File: src/rtl/biu_sequencer.sv
// Bus interface sequencer: arbitrates EU data cycles against instruction prefetch
// and splits odd-aligned word accesses into two byte-lane bus cycles.
module biu_sequencer (
    input  logic        clk,
    input  logic        reset,
    input  logic        eu_req,
    input  logic        eu_we,
    input  logic        eu_word,
    input  logic [15:0] eu_addr,
    input  logic [15:0] eu_wdata,
    output logic        eu_ack,
    output logic [15:0] eu_rdata,
    input  logic        q_full,
    input  logic [15:0] q_pfp,
    output logic        q_push,
    output logic [15:0] q_data,
    output logic        q_flush,
    output logic [15:0] q_new_pfp,
    input  logic        flush,
    input  logic [15:0] flush_addr,
    output logic [15:0] mem_addr,
    output logic [1:0]  mem_be,
    output logic        mem_rd,
    output logic        mem_wr,
    output logic [15:0] mem_wdata,
    input  logic [15:0] mem_rdata,
    input  logic        mem_ready
);

    typedef enum logic [1:0] {IDLE, FETCH, EU_LO, EU_HI} state_t;

    state_t      state;
    logic        discard;
    logic        flush_d;
    logic        lat_we;
    logic        lat_word;
    logic [15:0] lat_addr;
    logic [7:0]  lat_wdata_hi;
    logic [7:0]  lo_byte;

    logic        eu_start_c;
    logic        fetch_start_c;
    logic        lat_odd_word_c;
    logic [1:0]  eu_be_c;
    logic [15:0] eu_lane_c;
    logic [15:0] eu_lo_rdata_c;

    assign q_flush   = flush;
    assign q_new_pfp = flush_addr;

    // A pending eu_req is ignored while eu_ack is high: it is the request just served.
    assign eu_start_c     = eu_req && !eu_ack;
    assign fetch_start_c  = !eu_req && !q_full && !flush && !flush_d;
    assign lat_odd_word_c = lat_word && lat_addr[0];

    // First EU bus cycle lanes, computed from the live request on leaving IDLE.
    always_comb begin
        eu_be_c   = 2'b01;
        eu_lane_c = {8'h00, eu_wdata[7:0]};
        if (eu_addr[0]) begin
            eu_be_c   = 2'b10;
            eu_lane_c = {eu_wdata[7:0], 8'h00};
        end else if (eu_word) begin
            eu_be_c   = 2'b11;
            eu_lane_c = eu_wdata;
        end
    end

    // Read return for a single-cycle EU access.
    always_comb begin
        eu_lo_rdata_c = {8'h00, mem_rdata[7:0]};
        if (lat_addr[0])
            eu_lo_rdata_c = {8'h00, mem_rdata[15:8]};
        else if (lat_word)
            eu_lo_rdata_c = mem_rdata;
    end

    always_ff @(posedge clk or posedge reset) begin
        if (reset) begin
            state        <= IDLE;
            discard      <= 1'b0;
            flush_d      <= 1'b0;
            lat_we       <= 1'b0;
            lat_word     <= 1'b0;
            lat_addr     <= 16'h0000;
            lat_wdata_hi <= 8'h00;
            lo_byte      <= 8'h00;
            eu_ack       <= 1'b0;
            eu_rdata     <= 16'h0000;
            q_push       <= 1'b0;
            q_data       <= 16'h0000;
            mem_addr     <= 16'h0000;
            mem_be       <= 2'b00;
            mem_rd       <= 1'b0;
            mem_wr       <= 1'b0;
            mem_wdata    <= 16'h0000;
        end else begin
            flush_d <= flush;
            q_push  <= 1'b0;
            eu_ack  <= 1'b0;
            case (state)
                IDLE: begin
                    discard <= 1'b0;
                    if (eu_start_c) begin
                        state        <= EU_LO;
                        lat_we       <= eu_we;
                        lat_word     <= eu_word;
                        lat_addr     <= eu_addr;
                        lat_wdata_hi <= eu_wdata[15:8];
                        mem_addr     <= eu_addr;
                        mem_be       <= eu_be_c;
                        mem_wdata    <= eu_lane_c;
                        mem_rd       <= !eu_we;
                        mem_wr       <= eu_we;
                    end else if (fetch_start_c) begin
                        state    <= FETCH;
                        mem_addr <= q_pfp;
                        mem_be   <= q_pfp[0] ? 2'b10 : 2'b11;
                        mem_rd   <= 1'b1;
                    end
                end
                FETCH: begin
                    if (flush)
                        discard <= 1'b1;
                    // A flushed fetch still runs to completion but its data is dropped.
                    if (mem_ready) begin
                        state   <= IDLE;
                        mem_rd  <= 1'b0;
                        discard <= 1'b0;
                        q_push  <= !discard && !flush;
                        q_data  <= mem_addr[0] ? {8'h00, mem_rdata[15:8]} : mem_rdata;
                    end
                end
                EU_LO: begin
                    if (mem_ready) begin
                        if (lat_odd_word_c) begin
                            state     <= EU_HI;
                            mem_addr  <= lat_addr + 16'd1;
                            mem_be    <= 2'b01;
                            mem_wdata <= {8'h00, lat_wdata_hi};
                            lo_byte   <= mem_rdata[15:8];
                        end else begin
                            state  <= IDLE;
                            mem_rd <= 1'b0;
                            mem_wr <= 1'b0;
                            eu_ack <= 1'b1;
                            if (!lat_we)
                                eu_rdata <= eu_lo_rdata_c;
                        end
                    end
                end
                EU_HI: begin
                    if (mem_ready) begin
                        state  <= IDLE;
                        mem_rd <= 1'b0;
                        mem_wr <= 1'b0;
                        eu_ack <= 1'b1;
                        if (!lat_we)
                            eu_rdata <= {mem_rdata[7:0], lo_byte};
                    end
                end
                default: state <= IDLE;
            endcase
        end
    end

endmodule

File: config.mk
export PLATFORM = sky130hd
export DESIGN_NAME = biu_sequencer
export DESIGN_NICKNAME = d
export VERILOG_FILES = /design/src/rtl/biu_sequencer.sv
export SDC_FILE = /design/constraint.sdc
export NUM_CORES = 1
export LEC_CHECK = 0
export ABC_AREA = 1
export CELL_PAD_IN_SITES_DETAIL_PLACEMENT = 0
export CELL_PAD_IN_SITES_GLOBAL_PLACEMENT = 1
export CORE_MARGIN = 3
export CORE_UTILIZATION = 30
export DETAILED_ROUTE_END_ITERATION = 7
export GPL_TIMING_DRIVEN = 0
export PLACE_DENSITY = 0.87
export SLEW_MARGIN = 30
export SYNTH_ARGS = -nofsm -noshare
export SYNTH_HDL_FRONTEND = slang
export SYNTH_SLANG_ARGS = --single-unit
File: constraint.sdc
create_clock -name clk -period 3.74 [get_ports clk]
set_clock_uncertainty 0.05 [all_clocks]
set_input_delay 0.748 -clock clk [delete_from_list [all_inputs] [get_ports clk]]
set_output_delay 0.748 -clock clk [all_outputs]
set_load 0.1 [all_outputs]
==> After elaboration in Yosys (flattened, before gate mapping) <==
Cells that the tools add are included.
Widths: inputs -> output; s select.
{ "classes": {"n_addsub": 1, "eq_ne": 13, "n_mux": 51, "n_reduce_logical": 29} }
{ "ops": {"columns": ["cell", "n"], "rows": [
  ["$mux 16", 17],
  ["$pmux 16 s2", 3],
  ["$mux 2", 11],
  ["$add 16x1->16 const B", 1],
  ["$mux 1", 14],
  ["$ne 2x2->1 const B", 7],
  ["$reduce_and 4->1", 3],
  ["$logic_not 1->1", 7],
  ["$logic_and 1x1->1", 6],
  ["$ne 3x3->1 const B", 2],
  ["$pmux 1 s3", 2],
  ["$pmux 2 s3", 1],
  ["$reduce_and 2->1", 3],
  ["$reduce_and 3->1", 2],
  ["$reduce_and 6->1", 1],
  ["$reduce_bool 2->1", 3],
  ["$reduce_and 5->1", 1],
  ["$eq 2x2->1 const B", 2],
  ["$pmux 1 s2", 2],
  ["$pmux 2 s2", 1],
  ["$reduce_bool 3->1", 1],
  ["$eq 2x1->1 const B", 1],
  ["$logic_not 2->1", 1],
  ["$ne 2x1->1 const B", 1],
  ["$reduce_or 2->1", 1]
]} }
{ "word_totals": {"register_bits": 108, "inputBits": 88, "out_inout_bits": 87, "elab_cells": 111} }

==> Depth between registers and ports, before layout <==
{ "logic_depth": {"word_depth": 7, "ltp_mapped": 10, "depth_no_buf": 8} }

==> Worst setup path before layout <==
No wires, ideal clock.
{ "synth_timing": {"path_kind": "register -> register", "from": "reg eu_ack", "to": "reg mem_wdata[10]", "setup_time_ps": 126, "arrival_time_ps": 1866, "t_required_ps": 3564, "slack_ps": 1698, "stages_incl_launch_ff": 8, "n_path_buf": 1, "synth_period_minus_slack_ps": 2042, "cell_sequence": "dfrtp_1 > inv_2 > nand2_4 > nor2_4 > inv_2 > nand2_4 > buf_6 > mux2_4"} }
{ "synth_between": {"elab_chain_len": 4} }
{ "synth_lines": {"columns": ["item", "line", "text"], "rows": [
  ["start: declaration", "11", "output logic eu_ack,"],
  ["start signal: assignment", "88", "eu_ack <= 1'b0;"],
  ["start signal: assignment", "100", "eu_ack <= 1'b0;"],
  ["start signal: assignment", "146", "eu_ack <= 1'b1;"],
  ["$logic_not 1->1", "52", "assign eu_start_c = eu_req && !eu_ack;"],
  ["$logic_and 1x1->1", "52", null],
  ["$ne 2x2->1 (no line)", null, null],
  ["$reduce_and 4->1 (no line)", null, null],
  ["end signal: assignment", "112", "mem_wdata <= eu_lane_c;"],
  ["end signal: assignment", "140", "mem_wdata <= {8'h00, lat_wdata_hi};"],
  ["end: declaration", "25", "output logic [15:0] mem_wdata,"]
]} }
Every way passes these cells.
A chain may end at the register's enable or synchronous reset.

==> Worst setup path in the final report <==
{ "layout_timing": {"from": "in flush", "to": "out q_flush"} }
{ "layout_lines": {"columns": ["item", "line", "text"], "rows": [
  ["start: declaration", "19", "input logic flush,"],
  ["end: declaration", "17", "output logic q_flush,"]
]} }
No word-level cell between the ends.

==> results.cfg <==
[status]
status = completed

[global_route]
gr-total-overflow = 0
grt_pass1_wl_mm = 27.8
antenna_found_initial = 0
first_global_vias = 5271
grtUsageTotal_pct = 17.4
grt_max_degree = 88

[placement]
dpl.hpwl_mm = 13.0
place_congestion = 0.855
dpl_cell_area_mm2 = 0.00738
port_buffers = 157

[setup_path]
startpoint = flush
critPathMaxFanout = 5
start_kind = input pin
critical_path.cell_chain = clkdlybuf4s50_1 > buf_4 > clkdlybuf4s50_1
cp-end-kind = output port
arrival_ps = 2560
crit_buf_inv = 3
timing.rr.end = mem_wdata[9]$_DFFE_PP0P_
cp_common_cell = clkdlybuf4s50_1
criticalPathCategory = input pin to output port
crit_family = buffers and inverters
ff2ff_setup_slack_ps = 1910
cp.depth = 3
cpPeakStageDelay_ps = 1110
crit_path_end = q_flush
cp.required_ps = 2940
reg2reg_depth = 8
r2r-start = state[0]$_DFFE_PP0P_
cp_slowest_cell = clkdlybuf4s50_1

[timing]
period_needed_ps = 3360
finalCritPeriodShare_pct = 89.7
clock.fmax_ghz = 0.298
drv_slew = 0
worst_hold_slack_ps = 400
worst_slew_pin_slew_ps = 1030
rsz0062_at_grt = no
hold_violations = 0
fin_setup_tns_ps = 0
finalSetupViolCount = 0
max_slew_margin_pct = 31.4

[routing]
routedWlPerCell_um = 16.2
num_vias = 5275
drt_iter0_markers = 342
antenna_left = 0
drt_wl_total_mm = 17.4
avgViaCountPerCell = 4.91
drt_first_pass_iters = 5
drcViolationCount = 0

[cells_and_area]
fin_area_mm2 = 0.00765
fin_nets = 936
n_antenna_cell = 0
final_core_util_pct = 43.5
synthToLayoutAreaGrowth_pct = 39.1
fill_cells = 1773
drive_gt1_share_pct = 8.94

[synth]
netlist_top_cells_count = nand2_1, dfrtp_1, o21ai_0
seq_area_frac_synth_pct = 49.1
yosysMostFrequentCell = nand2_1
ys_types = 34
synth_flop_cell = dfrtp_1
yosysWarnings = 0
netlist_instances = 678
synth_nets = 767
netlist_area_mm2 = 0.00550
yosys.area.top_type = dfrtp_1
synthArstFlopShare_pct = 100
ys_ff_latch = 108
synth_edf_count = 0
synth.area.top_cells = dfrtp_1, nand2_1, o21ai_0
synth.avg_cell_area_um2 = 8.12
synth_top_area_share_pct = 49.1

[cts]
cts_hold_buffers = 0
ctsRootBufferMaster = clkbuf_16
clock_path_buffers = 2
clk_pin_slew_worst_paths_ps = 60
htree_levels = 3
cts_resized = 0
cts_tree = done
clk_latency_ps = 350
postCtsSetupBuffers = 0
cts_buffers = 9
cts_sinks = 108

[worst_hold_path]
hold_start = discard$_DFFE_PP0P_
hold_path.class = flop to flop

[floorplanning]
design.die.area_mm2 = 0.0200
start_util_pct = 31.3
die_x_um = 141
core_area_mm2 = 0.0176
pin_count = 175
die_y_um = 141
num_rows = 48

[run]
drv_cap = 0
cells in the final DEF, fill, tap and decap left out, types with 2 or more instances in the layout:
cell,count
nor2_4,2
a31oi_1,9
o21ai_0,78
clkbuf_1,17
buf_6,3
a21oi_1,25
inv_2,5
buf_2,13
nand2_1,160
nand2_4,4
clkdlybuf4s50_1,155
nor2_1,76
buf_4,22
o21bai_1,3
nand4_1,3
dfrtp_1,108
mux2_2,4
o211ai_1,17
inv_1,41
clkbuf_16,9
nand3_1,55
mux2_4,4
o31ai_1,9
nor3_1,2
clkinv_2,2
o21ai_1,2
o21a_1,9
layout make-up:
class                      instances  area, um2  share of cell area [%]
clock inverter                     3       40.0                   0.523
sequential                       108       2700                    35.3
buffer                            52        314                    4.10
tap                              225        282                    3.68
inverter                          49        194                    2.53
timing repair buffer             158       1590                    20.8
clock buffer                      11        233                    3.04
multi-input combinational        469       2300                    30.1
sequential cells by signal, indices dropped and copies added, names as in the netlist:
| register | flops |
|---|---|
| lat_addr | 16 |
| eu_ack | 1 |
| flush_d | 1 |
| q_push | 1 |
| mem_rd | 1 |
| lat_wdata_hi | 8 |
| discard | 1 |
| mem_be | 2 |
| mem_wdata | 16 |
| lat_word | 1 |
| eu_rdata | 16 |
| q_data | 16 |
| mem_addr | 16 |
| lat_we | 1 |
| mem_wr | 1 |
| lo_byte | 8 |
| state | 2 |
worst min path at each step:
stage                        to  slack, ps  cells past startpoint
2_1_floorplan  q_push$_DFF_PP0_        360                      1
3_3_place_gp   q_push$_DFF_PP0_        390                      1
3_5_place_dp   q_push$_DFF_PP0_        390                      1
4_1_cts        q_push$_DFF_PP0_        400                      1
5_1_grt        q_push$_DFF_PP0_        420                      1
6_report       q_push$_DFF_PP0_        400                      1
stage by stage:
step | cells | setup slack [ps]
after floorplan | 678 | 96.4
after global placement | 1060 | -1620
after detailed placement | 1061 | 361
after CTS | 1075 | 359
after global routing | 1075 | 313
final | 1075 | 385
logic make-up (layout without fill, tap and decap cells):
logic type | count (synthesis) | after routing | synth area share, %
flip-flops | 108 | 108 | 49.1
AO/OA/AOI/OAI | 155 | 155 | 16.2
buffers and inverters | 101 | 273 | 9.09
adder cells (fa/ha/maj) | 1 | 1 | 0.227
multiplexers | 8 | 8 | 1.91
AND/OR/NAND/NOR | 305 | 305 | 23.5
routing by layer:
layer  vias to the layer above  part of all wire, %  GRT usage [%]
met1                      2484                   45           23.8
met5                         -                    0              0
met2                       205                   46           27.4
met3                        27                  6.6           3.34
met4                         0                  2.6           6.52
li1                       2559                    -              -
worst register-to-register path: cells and delay by family (launching register included):
family	cells	cell delay [ps]
buf+inv	4	510
simple gates	3	460
mux	1	310
flops	1	370
Power is not shown: default switching activity piles up to over one toggle a cycle in this logic, so the estimate is an artifact.
